===== src/rtl/cardjitsu_input_conditioner_if.sv =====
// Signal bundle between the Card-Jitsu pad conditioner and its neighbours:
// raw pad inputs in, debounced levels and press/switch strobes out.
interface cardjitsu_input_conditioner_if;
    logic [2:0] btn_raw;
    logic [3:0] sw_raw;
    logic [2:0] btn_stable;
    logic       press_valid;
    logic [1:0] press_id;
    logic [3:0] sw_stable;
    logic       sw_changed;

    modport slave (
        input  btn_raw, sw_raw,
        output btn_stable, press_valid, press_id, sw_stable, sw_changed
    );

    modport master (
        output btn_raw, sw_raw,
        input  btn_stable, press_valid, press_id, sw_stable, sw_changed
    );
endinterface


===== src/rtl/cardjitsu_input_conditioner.sv =====
// Card-Jitsu input front end: 2-flop sync, per-button and whole-vector switch debounce,
// single-ID press events. Optional auto-repeat behind CARDJITSU_AUTOREPEAT_EN.
module cardjitsu_input_conditioner #(
    parameter int DEBOUNCE_CYCLES = 50000,
    parameter int CNT_W           = 16,
    parameter int REPEAT_DELAY    = 12500000,
    parameter int REPEAT_PERIOD   = 2500000
) (
    input logic                           clk,
    input logic                           rst_n,
    cardjitsu_input_conditioner_if.slave  cj
);
    localparam logic [CNT_W-1:0] DB_LAST = CNT_W'(DEBOUNCE_CYCLES - 1);

    logic [2:0]       btn_s1_q, btn_s2_q;
    logic [3:0]       sw_s1_q, sw_s2_q;
    logic [2:0]       btn_stable_q, btn_stable_d, btn_rise;
    logic [CNT_W-1:0] btn_cnt_q [3];
    logic [CNT_W-1:0] btn_cnt_d [3];
    logic [3:0]       sw_stable_q, sw_stable_d;
    logic [CNT_W-1:0] sw_cnt_q, sw_cnt_d;
    logic             sw_changed_q, sw_changed_d;
    logic             press_valid_q, press_valid_d;
    logic [1:0]       press_id_q, press_id_d;
    logic             fresh_valid;
    logic [1:0]       fresh_id;

    always_comb begin
        btn_stable_d = btn_stable_q;
        btn_rise     = '0;
        for (int i = 0; i < 3; i++) begin
            btn_cnt_d[i] = '0;
            if (btn_s2_q[i] != btn_stable_q[i]) begin
                if (btn_cnt_q[i] == DB_LAST) begin
                    btn_stable_d[i] = btn_s2_q[i];
                    btn_rise[i]     = btn_s2_q[i];
                end else begin
                    btn_cnt_d[i] = btn_cnt_q[i] + 1'b1;
                end
            end
        end
    end

    // Lowest index wins when several buttons qualify on the same edge.
    always_comb begin
        fresh_valid = |btn_rise;
        if (btn_rise[0])      fresh_id = 2'd0;
        else if (btn_rise[1]) fresh_id = 2'd1;
        else                  fresh_id = 2'd2;
    end

    // s1 is the value s2 takes next cycle, so s1 != s2 flags a vector still in motion.
    always_comb begin
        sw_stable_d  = sw_stable_q;
        sw_cnt_d     = '0;
        sw_changed_d = 1'b0;
        if ((sw_s1_q == sw_s2_q) && (sw_s2_q != sw_stable_q)) begin
            if (sw_cnt_q == DB_LAST) begin
                sw_stable_d  = sw_s2_q;
                sw_changed_d = 1'b1;
            end else begin
                sw_cnt_d = sw_cnt_q + 1'b1;
            end
        end
    end

`ifdef CARDJITSU_AUTOREPEAT_EN
    localparam int RPT_MAX = (REPEAT_DELAY > REPEAT_PERIOD) ? REPEAT_DELAY : REPEAT_PERIOD;
    localparam int RPT_W   = $clog2(RPT_MAX + 1);

    logic [RPT_W-1:0] rpt_cnt_q, rpt_cnt_d;
    logic             rpt_armed_q, rpt_armed_d;
    logic [1:0]       rpt_id_q, rpt_id_d;
    logic             rpt_fire;

    always_comb begin
        rpt_cnt_d   = rpt_cnt_q;
        rpt_armed_d = rpt_armed_q;
        rpt_id_d    = rpt_id_q;
        rpt_fire    = 1'b0;
        if (fresh_valid) begin
            rpt_armed_d = 1'b1;
            rpt_id_d    = fresh_id;
            rpt_cnt_d   = RPT_W'(REPEAT_DELAY - 1);
        end else if (rpt_armed_q) begin
            if (!btn_stable_q[rpt_id_q]) begin
                rpt_armed_d = 1'b0;
                rpt_cnt_d   = '0;
            end else if (rpt_cnt_q == '0) begin
                rpt_fire  = 1'b1;
                rpt_cnt_d = RPT_W'(REPEAT_PERIOD - 1);
            end else begin
                rpt_cnt_d = rpt_cnt_q - 1'b1;
            end
        end
        press_valid_d = fresh_valid | rpt_fire;
        press_id_d    = fresh_valid ? fresh_id : (rpt_fire ? rpt_id_q : press_id_q);
    end

    always_ff @(posedge clk or negedge rst_n) begin
        if (!rst_n) begin
            rpt_cnt_q   <= '0;
            rpt_armed_q <= 1'b0;
            rpt_id_q    <= '0;
        end else begin
            rpt_cnt_q   <= rpt_cnt_d;
            rpt_armed_q <= rpt_armed_d;
            rpt_id_q    <= rpt_id_d;
        end
    end
`else
    logic unused_rpt;
    assign unused_rpt = ^{REPEAT_DELAY, REPEAT_PERIOD};

    always_comb begin
        press_valid_d = fresh_valid;
        press_id_d    = fresh_valid ? fresh_id : press_id_q;
    end
`endif

    always_ff @(posedge clk or negedge rst_n) begin
        if (!rst_n) begin
            btn_s1_q      <= '0;
            btn_s2_q      <= '0;
            sw_s1_q       <= '0;
            sw_s2_q       <= '0;
            btn_stable_q  <= '0;
            for (int i = 0; i < 3; i++) btn_cnt_q[i] <= '0;
            sw_stable_q   <= '0;
            sw_cnt_q      <= '0;
            sw_changed_q  <= 1'b0;
            press_valid_q <= 1'b0;
            press_id_q    <= '0;
        end else begin
            btn_s1_q      <= cj.btn_raw;
            btn_s2_q      <= btn_s1_q;
            sw_s1_q       <= cj.sw_raw;
            sw_s2_q       <= sw_s1_q;
            btn_stable_q  <= btn_stable_d;
            for (int i = 0; i < 3; i++) btn_cnt_q[i] <= btn_cnt_d[i];
            sw_stable_q   <= sw_stable_d;
            sw_cnt_q      <= sw_cnt_d;
            sw_changed_q  <= sw_changed_d;
            press_valid_q <= press_valid_d;
            press_id_q    <= press_id_d;
        end
    end

    assign cj.btn_stable  = btn_stable_q;
    assign cj.press_valid = press_valid_q;
    assign cj.press_id    = press_id_q;
    assign cj.sw_stable   = sw_stable_q;
    assign cj.sw_changed  = sw_changed_q;
endmodule


===== src/flat_wrapper.sv =====
// flat-port wrapper written by rule: the top's interface ports become plain ports
module cardjitsu_input_conditioner_flat 
#(
    parameter int DEBOUNCE_CYCLES = 50000,
    parameter int CNT_W           = 16,
    parameter int REPEAT_DELAY    = 12500000,
    parameter int REPEAT_PERIOD   = 2500000
)
  (clk, rst_n, cj_btn_raw, cj_sw_raw, cj_btn_stable, cj_press_valid, cj_press_id, cj_sw_stable, cj_sw_changed);
  cardjitsu_input_conditioner_if cj_i ();
  input logic clk;
  input logic rst_n;
  input wire logic [$bits(cj_i.btn_raw)-1:0] cj_btn_raw;
  input wire logic [$bits(cj_i.sw_raw)-1:0] cj_sw_raw;
  output wire logic [$bits(cj_i.btn_stable)-1:0] cj_btn_stable;
  output wire logic [$bits(cj_i.press_valid)-1:0] cj_press_valid;
  output wire logic [$bits(cj_i.press_id)-1:0] cj_press_id;
  output wire logic [$bits(cj_i.sw_stable)-1:0] cj_sw_stable;
  output wire logic [$bits(cj_i.sw_changed)-1:0] cj_sw_changed;
  assign cj_i.btn_raw = cj_btn_raw;
  assign cj_i.sw_raw = cj_sw_raw;
  assign cj_btn_stable = cj_i.btn_stable;
  assign cj_press_valid = cj_i.press_valid;
  assign cj_press_id = cj_i.press_id;
  assign cj_sw_stable = cj_i.sw_stable;
  assign cj_sw_changed = cj_i.sw_changed;
  cardjitsu_input_conditioner #(.DEBOUNCE_CYCLES(DEBOUNCE_CYCLES), .CNT_W(CNT_W), .REPEAT_DELAY(REPEAT_DELAY), .REPEAT_PERIOD(REPEAT_PERIOD)) u_core (.clk(clk), .rst_n(rst_n), .cj(cj_i));
endmodule

===== config.mk =====
export PLATFORM = sky130hd
export DESIGN_NAME = cardjitsu_input_conditioner_flat
export DESIGN_NICKNAME = d
export VERILOG_FILES = /design/src/rtl/cardjitsu_input_conditioner_if.sv /design/src/rtl/cardjitsu_input_conditioner.sv /design/src/flat_wrapper.sv
export SDC_FILE = /design/constraint.sdc
export NUM_CORES = 1
export LEC_CHECK = 0
export ABC_AREA = 1
export CAP_MARGIN = 20
export CORE_ASPECT_RATIO = 0.8
export CORE_MARGIN = 2
export CORE_UTILIZATION = 65
export CTS_CLUSTER_DIAMETER = 80
export CTS_CLUSTER_SIZE = 16
export DETAILED_ROUTE_END_ITERATION = 10
export HOLD_SLACK_MARGIN = 0.1
export PLACE_DENSITY = 0.83
export SYNTH_ARGS = -nofsm -noshare
export SYNTH_HDL_FRONTEND = slang
export SYNTH_SLANG_ARGS = --single-unit

===== constraint.sdc =====
create_clock -name clk -period 2.22 [get_ports clk]
set_input_delay 0.444 -clock clk [delete_from_list [all_inputs] [get_ports clk]]
set_output_delay 0.444 -clock clk [all_outputs]
set_load 0.05 [all_outputs]

==> flow_summary.ini <==
[run_status]
status = finished clean

[place]
place_hpwl_um = 6910
port_buffers = 19
place_congestion = 0.882
place_area_sq_um = 4980
place_ws_ns = 0.573

[die]
fp-row-count = 27
io-pin-count = 20
dieArea_sq_um = 7860
coreArea_sq_um = 6890
floorplan.initialDensity_pct = 67.5
die_h_um = 79.7
die_w_um = 98.6

[sta]
fin_tns_setup_ns = 0
finalHoldViolCount = 0
rsz0062_at_grt = false
fmax_mhz = 493
setup_ws_ns = 0.191
slew_headroom_pct = 57.9
tightest_slew_ns = 0.629
setup_violations = 0
min_period_over_period_pct = 91.4
period_needed_ns = 2.03
finClkSkew_ns = 0.00593
maxSlewViolCount = 0
holdWs_ns = 0.362

[pwr]
vdd_drop_max_v = 0.000505
p_per_area_nw_per_um2 = 581
p_total_mw = 3.03
leakage_nw = 2.32

[logic_synthesis]
synthTopCellsByCount = nor2_1, nand2_1, dfrtp_1
synth_async_sr_flop_share_pct = 100
syn_area_sq_um = 4650
synth_top_area_share_pct = 47.9
synth-main-ff-cell = dfrtp_1
synth_area_leader_cell = dfrtp_1
syn_inst = 588
ys.warnings.count = 0
netlist_top_cells_area = dfrtp_1, nor2_1, nand2_1
ys_ff_latch = 89
syn_avg_cell_area_sq_um = 7.91
synth_edf_count = 0
synth_fp_nets = 601
synth_seq_area_share_pct = 47.9
synth_cell_types = 30
yosysMostFrequentCell = nor2_1

[grt]
gr-total-overflow = 0
grt_first_pass_wirelength_um = 16000
gr-usage-all-layers_pct = 25.6
antenna_found_initial = 0
grt_max_degree = 42
grt_pass1_vias = 3604

[flow_run]
drv_cap = 0

[routing]
vias_per_cell = 5.45
drt_iter0_drc = 242
drc_errors = 0
first_pass_iters = 4
final_antenna_net_count = 0
num_vias = 3895
totalWireLength_um = 9200
avgRoutedWirePerCell_um = 12.9

[clock_tree]
cts_tree = yes
h-tree-depth = 3
cts_sinks = 89
clk_latency_ns = 0.36
clockBufferDepth = 2
cts_inserted_buffers = 9
post_cts_resized = 0
post_cts_buffers = 0
cts.reportedPaths.clkPinSlew_ns = 0.08
ctsRootBufferMaster = clkbuf_8
cts_hold_buf = 1

[critical_path]
end_kind = output pin
slowest_delay_ns = 0.83
critPathTopFamily = buffers and inverters
cp_cell_sequence = clkdlybuf4s50_1
start_kind = register
required_ns = 1.78
worstSetupPathType = reg -> out
critPathSlowestCell = clkdlybuf4s50_1
path_max_fanout = 4
arrival_ns = 1.59
crit_buf_inv = 1

[finish]
fill_cells = 513
area_growth_pct = 12.0
final_cell_area_sq_um = 5210
nets = 636
drive_gt1_share_pct = 10.4
diodes = 0

[min_path]
hp-class = reg -> reg
layer usage:
layer  share of wire, %  track usage [%]
met2                 46             39.9
met1                 48             35.7
met5                  0                0
met3                4.3             5.52
met4                1.9             9.73
where the power goes:
part           internal, mW  switching [mW]  leakage (nW)
logic                0.0469          0.0870          1.01
clock network         0.667           0.558         0.107
registers              1.65          0.0240          1.20
total                  2.36           0.669          2.32
flip-flops by register name (all words and copies together) (netlist names):
name / flops
u_core.btn_s1_q: 3
u_core.sw_cnt_q: 16
u_core.sw_s2_q: 4
u_core.cj.btn_stable: 3
u_core.btn_cnt_q: 48
u_core.btn_s2_q: 3
u_core.cj.sw_changed: 1
u_core.cj.press_valid: 1
u_core.cj.sw_stable: 4
u_core.cj.press_id: 2
u_core.sw_s1_q: 4
path summary, 6_finish.rpt:
kind / slack [ns] / cells after the start / startpoint / to
worst max-delay path: 0.19 / 1 / u_core.cj.btn_stable[0]$_DFFE_PN0P_ / cj_btn_stable[0]
min in group asynchronous: 0.57 / 2 / rst_n / u_core.btn_cnt_q[3]$_DFF_PN0_
max in group asynchronous: 1.03 / 3 / rst_n / u_core.btn_cnt_q[16]$_DFF_PN0_
worst min-delay path: 0.36 / 0 / u_core.btn_s1_q[0]$_DFF_PN0_ / u_core.btn_s2_q[0]$_DFF_PN0_
worst max register to register: 0.65 / 6 / u_core.btn_cnt_q[32]$_DFF_PN0_ / u_core.btn_cnt_q[38]$_DFF_PN0_
worst min register to register: 0.36 / 0 / u_core.btn_s1_q[0]$_DFF_PN0_ / u_core.btn_s2_q[0]$_DFF_PN0_
cell usage in the layout (no fill, tap or decap):
cell / instances
a21o_1: 1
a21oi_1: 14
a21oi_2: 2
a21oi_4: 1
a31oi_1: 1
and2_1: 1
and3_1: 3
buf_4: 5
bufinv_16: 2
clkbuf_1: 2
clkbuf_8: 10
clkdlybuf4s50_1: 18
clkinv_4: 1
clkinvlp_4: 1
dfrtp_1: 89
dlygate4sd3_1: 1
ha_1: 4
inv_1: 69
inv_2: 4
nand2_1: 122
nand2_2: 8
nand3_1: 32
nand3_2: 6
nand3b_1: 1
nand4_1: 22
nor2_1: 132
nor2_2: 12
nor2_4: 4
nor2_8: 1
nor3_1: 14
nor3_2: 5
nor3_4: 1
nor3b_1: 1
o21ai_0: 6
o21ai_2: 2
o21bai_1: 3
xnor2_1: 7
xor2_1: 20
stage by stage:
stage | instances | utilization [%]
floorplan | 588 | -
global placement | 698 | 72.3
detailed placement | 698 | 72.3
CTS | 715 | 75.6
global route | 715 | 75.6
finish | 715 | 75.6
cells by family (layout without fill, tap and decap cells):
logic type,count (synthesis),count (layout),share of synthesized area (%)
AOI/OAI and AO/OA,30,30,4.03
and+or+nand+nor,365,365,36.1
adders and majority gates,4,4,1.08
xor gates and xnor gates,27,27,5.08
buffers and inverters,73,113,5.89
DFF,89,89,47.9
layout make-up:
class	instances	area [sq um]	share of cell area, %
sequential	89	2230	42.7
multi-input combinational	426	2150	41.3
inverter	73	274	5.26
timing repair buffer	24	228	4.37
clock buffer	12	145	2.79
tap	87	109	2.09
clock inverter	4	76.3	1.46
No activity file was read; power rests on OpenSTA's default activity.
